`src/rtl/caixa_pkg.sv`:
```
// Shared definitions for the tank-level sensor monitor.
//   estado_t : supervisor FSM encoding (NORMAL=0, FALHA=1)
//   ERR_INC  : erro_code bit for sensor inconsistency
//   ERR_TO   : erro_code bit for valve timeout
//   COUNT_W  : width of the level count fed back from the level FSM
package caixa_pkg;

  typedef enum logic {
    NORMAL = 1'b0,
    FALHA  = 1'b1
  } estado_t;

  localparam int ERR_INC = 0;
  localparam int ERR_TO  = 1;
  localparam int COUNT_W = 3;

endpackage

```
`src/rtl/filtro_sensor.sv`:
```
// Synchroniser plus debounce filter for one raw level switch.
// Ports:
//   clock    : system clock, rising edge
//   reset    : asynchronous, active-high
//   raw      : asynchronous switch input
//   filtered : debounced level, changes only after DEB_CYCLES stable samples
module filtro_sensor #(
  parameter int DEB_CYCLES = 4
) (
  input  logic clock,
  input  logic reset,
  input  logic raw,
  output logic filtered
);

  localparam int CNT_W = $clog2(DEB_CYCLES);

  logic             sync_1;
  logic             sync_2;
  logic [CNT_W-1:0] cnt;

  always_ff @(posedge clock or posedge reset) begin
    if (reset) begin
      sync_1 <= 1'b0;
      sync_2 <= 1'b0;
    end else begin
      sync_1 <= raw;
      sync_2 <= sync_1;
    end
  end

  // cnt holds the number of consecutive mismatching samples already seen;
  // the DEB_CYCLES-th mismatch commits the new level.
  always_ff @(posedge clock or posedge reset) begin
    if (reset) begin
      cnt      <= '0;
      filtered <= 1'b0;
    end else if (sync_2 != filtered) begin
      if (cnt == CNT_W'(DEB_CYCLES - 1)) begin
        filtered <= sync_2;
        cnt      <= '0;
      end else begin
        cnt <= cnt + 1'b1;
      end
    end else begin
      cnt <= '0;
    end
  end

endmodule

```
`src/rtl/monitor_sensores.sv`:
```
// Sensor conditioning and fault supervisor for the tank-level controller.
// Debounces the upper/lower switches, flags inconsistent switch states and
// (optionally) a valve that stays open without level progress. Faults are
// latched until ack arrives while no condition is active.
// Optional feature macro: MONITOR_WATCHDOG_VALVULA_EN enables the valve
// watchdog; when undefined c_to is 0 and erro_code[1] never sets.
// Ports:
//   clock, reset         : rising-edge clock, async active-high reset
//   upper_raw, lower_raw : raw asynchronous level switches
//   valve_e, count       : valve state and level count from the level FSM
//   ack                  : level-sensitive fault acknowledge
//   upper, lower         : debounced switches
//   erro, erro_code      : latched fault flag and sticky cause bits
module monitor_sensores
  import caixa_pkg::*;
#(
  parameter int DEB_CYCLES = 4,
  parameter int TIMEOUT    = 16
) (
  input  logic               clock,
  input  logic               reset,
  input  logic               upper_raw,
  input  logic               lower_raw,
  input  logic               valve_e,
  input  logic [COUNT_W-1:0] count,
  input  logic               ack,
  output logic               upper,
  output logic               lower,
  output logic               erro,
  output logic [1:0]         erro_code
);

  estado_t    state;
  logic       c_inc;
  logic       c_to;
  logic [1:0] cond;

  filtro_sensor #(.DEB_CYCLES(DEB_CYCLES)) u_filtro_upper (
    .clock    (clock),
    .reset    (reset),
    .raw      (upper_raw),
    .filtered (upper)
  );

  filtro_sensor #(.DEB_CYCLES(DEB_CYCLES)) u_filtro_lower (
    .clock    (clock),
    .reset    (reset),
    .raw      (lower_raw),
    .filtered (lower)
  );

  // Upper switch wet while lower switch dry is physically impossible.
  assign c_inc = upper & ~lower;

`ifdef MONITOR_WATCHDOG_VALVULA_EN
  localparam int TIM_W = $clog2(TIMEOUT + 1);

  logic [COUNT_W-1:0] count_q;
  logic [TIM_W-1:0]   timer;

  always_ff @(posedge clock or posedge reset) begin
    if (reset) begin
      count_q <= '0;
      timer   <= '0;
    end else begin
      count_q <= count;
      if (valve_e && (count == count_q)) begin
        if (timer != TIM_W'(TIMEOUT)) timer <= timer + 1'b1;
      end else begin
        timer <= '0;
      end
    end
  end

  assign c_to = (timer == TIM_W'(TIMEOUT));
`else
  logic unused_watchdog_inputs;
  assign unused_watchdog_inputs = ^{valve_e, count};
  assign c_to = 1'b0;
`endif

  always_comb begin
    cond          = '0;
    cond[ERR_INC] = c_inc;
    cond[ERR_TO]  = c_to;
  end

  always_ff @(posedge clock or posedge reset) begin
    if (reset) begin
      state     <= NORMAL;
      erro      <= 1'b0;
      erro_code <= '0;
    end else begin
      case (state)
        NORMAL: begin
          if (c_inc || c_to) begin
            state     <= FALHA;
            erro      <= 1'b1;
            erro_code <= cond;
          end
        end
        FALHA: begin
          // ack is honoured only once every cause has gone away.
          if (ack && !c_inc && !c_to) begin
            state     <= NORMAL;
            erro      <= 1'b0;
            erro_code <= '0;
          end else begin
            erro_code <= erro_code | cond;
          end
        end
        default: begin
          state     <= NORMAL;
          erro      <= 1'b0;
          erro_code <= '0;
        end
      endcase
    end
  end

endmodule

```
`config.mk`:
```
export PLATFORM = sky130hd
export DESIGN_NAME = monitor_sensores
export DESIGN_NICKNAME = d
export VERILOG_FILES = /design/src/rtl/caixa_pkg.sv /design/src/rtl/filtro_sensor.sv /design/src/rtl/monitor_sensores.sv
export SDC_FILE = /design/constraint.sdc
export NUM_CORES = 1
export LEC_CHECK = 0
export BUFFER_PORTS_ARGS = -buffer_cell sky130_fd_sc_hd__buf_2
export CAP_MARGIN = 20
export CORE_AREA = 2 2 39 41
export DETAILED_ROUTE_END_ITERATION = 8
export DIE_AREA = 0 0 41 43
export PLACE_DENSITY = 0.63
export REMOVE_ABC_BUFFERS = 1
export SYNTH_ARGS = -nofsm -noshare
export SYNTH_HDL_FRONTEND = slang
export SYNTH_HIERARCHICAL = 1
export SYNTH_SLANG_ARGS = --single-unit
export TNS_END_PERCENT = 1
```
`constraint.sdc`:
```
create_clock -name clock -period 1 [get_ports clock]
set_input_delay 0.2 -clock clock [delete_from_list [all_inputs] [get_ports clock]]
set_output_delay 0.2 -clock clock [all_outputs]
set_load 0.05 [all_outputs]
```
==> results.py <==
metrics = {
    "run_status": {
        "status": "complete, but fails checks",
        "violations": "negative setup slack",
    },
    "route": {
        "drt_wl_total_um": 731,
        "drc": 0,
        "antenna_left": 0,
        "vias": 297,
        "drt_iter0_drc": 3,
        "first_pass_iters": 4,
        "wl_per_cell_um": 10.9,
        "drt-vias-per-instance": 4.43,
    },
    "power": {
        "comb_power_share": 0.482,
        "switching_power_mw": 0.830,
        "p_clk_frac": 0.142,
        "peakVddDrop_uv": 1410,
        "switching_share": 0.379,
        "p_seq_frac": 0.377,
        "powerDensity_nw_per_um2": 3280,
        "p_int_mw": 1.36,
        "p_leak_nw": 0.337,
    },
    "clock_network": {
        "cts_tree": "done",
        "clockBufferDepth": 2,
        "htree_levels": 1,
        "cts.clk_slew.worst_paths_ns": 0.07,
        "cts.sinks": 13,
        "insertion_delay_ns": 0.27,
        "cts_root_buf": "clkbuf_4",
        "cts_made_buffers": 3,
    },
    "setup_path": {
        "critPathKind": "flip-flop to primary output",
        "end_kind": "primary output",
        "path_buf_inv": 1,
        "worstPathCellList": "buf_6",
        "cp_max_fo": 2,
        "critPathMaxStageDelay_ns": 0.42,
        "startpoint": "u_filtro_lower/filtered$_DFFE_PP0P_",
        "crit_family": "flip-flops",
        "cp.required_ns": 0.80,
        "crit_path_top_delay_cell": "dfrtp_2",
        "crit_path_start_kind": "flip-flop",
        "cp.arrival_ns": 0.84,
        "r2r-start": "u_filtro_lower/cnt[0]$_DFF_PP0_",
    },
    "placement": {
        "dpl.cell_count": 60,
        "place.gp.congestion": 0.605,
        "place_hpwl_um": 468,
        "io_buffers": 8,
        "pre_cts_ws_ns": 0.0176,
    },
    "timing": {
        "fmax_mhz": 961,
        "rsz0062_at_grt": "yes",
        "setup_viol": 5,
        "min_period_ns": 1.04,
        "clock_skew_ns": 0.00357,
        "timing.hold.ws_ns": 0.0302,
        "hold_viol": 0,
        "slew_viol_final": 0,
        "fin_crit_sh": 1.04,
        "setup_slack_ns": -0.0404,
    },
    "die": {
        "core_um2": 1380,
        "io-pin-count": 14,
        "die_w_um": 41,
        "die_h_um": 43,
        "die_area_um2": 1760,
        "fp-row-count": 14,
        "start_util": 0.360,
    },
    "final_layout": {
        "finalNonFillerCells": 67,
        "n_antenna_cell": 0,
        "drive_gt1_frac": 0.510,
        "final_nets": 63,
        "fillers": 135,
        "area_delta_synth_final_pct": 33.9,
        "layout_common_cells": "dfrtp_1 (12), inv_1 (4), buf_2 (4), buf_6 (4), buf_4 (4)",
        "final_common_cell": "dfrtp_1",
        "utilization": 0.482,
    },
    "synthesis": {
        "yosys.area.top_type": "dfrtp_1",
        "ys_warn_count": 6,
        "synth-seq-area-share": 0.653,
        "synth_area_um2": 498,
        "yosysUniqueCellTypes": 14,
        "synth-seq-cells": 13,
        "synthTopCellsByArea": "dfrtp_1 (65%), ha_1 (5.0%), mux2_2 (4.5%)",
        "synthCells": 35,
        "avgSynthCellArea_um2": 14.2,
        "synth_top_area_share": 0.653,
    },
    "grt": {
        "grtUsageTotal": 0.102,
        "antenna_found_initial": 0,
        "grt_overflow": 0,
        "grt_pass1_wl_mm": 1.11,
        "grt_pass1_vias": 292,
        "grt_max_degree": 8,
    },
    "flow_run": {
        "cap_violations": 0,
    },
    "hold_path": {
        "hp-class": "primary input to flip-flop",
        "hold_start": "lower_raw",
    },
}
## synthesized netlist by cell type, drive strengths merged
master and instances:
dfrtp 13, nor3b 1, inv 4, xnor2 2
mux2 2, nor3 2, o22a 1, a21o 2
nor2b 3, ha 2, conb 1, nand2 1
buf 1
## layer usage
| layer | routed length, um | track usage |
|---|---|---|
| met1 | 310 | 0.102 |
| met5 | 0 | 0 |
| met2 | 369 | 0.144 |
| met3 | 51 | 0.0785 |
| met4 | 0 | 0.0600 |
## power by group through the flow
stage | Sequential [mW] | Clock, mW | Combinational (mW)
3_3_place_gp | 0.840 | 0 | 0.775
5_1_grt | 0.849 | 0.357 | 1.14
3_5_place_dp | 0.846 | 0 | 0.785
2_1_floorplan | 1.12 | 0 | 0.330
6_report | 0.824 | 0.311 | 1.05
4_1_cts | 0.818 | 0.335 | 1.01
## final timing paths
| kind | end | slack, ns | depth (start not counted) |
|---|---|---|---|
| min reg2reg | u_filtro_upper/sync_2$_DFF_PP0_ | 0.36 | 0 |
| max | lower | -0.04 | 1 |
| max in group asynchronous | u_filtro_lower/filtered$_DFFE_PP0P_ | 0.43 | 3 |
| min in group asynchronous | state$_DFF_PP0_ | 0.35 | 3 |
| min | u_filtro_lower/sync_1$_DFF_PP0_ | 0.03 | 1 |
| max reg2reg | u_filtro_lower/filtered$_DFFE_PP0P_ | -0.01 | 2 |
## logic make-up (layout without fill, tap and decap cells)
logic type,after synthesis,after routing,share of synthesized area
DFF,13,13,0.653
and+or+nand+nor,7,7,0.116
buffers and inverters,5,21,0.0452
AOI/OAI and AO/OA,3,3,0.0477
adders and majority gates,2,2,0.0502
xor gates and xnor gates,2,2,0.0352
muxes,2,2,0.0452
other,1,1,0.00753
## registers in the layout, indices dropped and copies added (netlist names)
register                 flops
erro                         1
erro_code                    1
state                        1
u_filtro_lower/cnt           2
u_filtro_lower/filtered      1
u_filtro_lower/sync_1        1
u_filtro_lower/sync_2        1
u_filtro_upper/cnt           2
u_filtro_upper/filtered      1
u_filtro_upper/sync_1        1
u_filtro_upper/sync_2        1
## through the flow
step	power, mW	TNS (ns)	cell area, um2
after floorplan	1.45	-0.653	490
after global placement	1.61	0	566
after detailed placement	1.63	0	566
after CTS	2.17	-0.144	651
after global routing	2.35	-0.405	667
final	2.19	-0.0928	667
## timing repair
item	in CTS	in global routing
setup endpoints to repair	4	12
pin swaps	0	1
hold endpoints to repair	13	0
gates cloned	0	0
resized for setup	10	4
setup buffers	2	0
hold buffers	1	0
## layout make-up
class	count	area (um2)	share of cell area
multi-input combinational	17	174	0.261
clock buffer	4	26.3	0.0394
timing repair buffer	13	105	0.158
sequential	13	327	0.490
tap	16	20.0	0.0300
inverter	4	15.0	0.0225
Power figures use the tool's default switching activity.
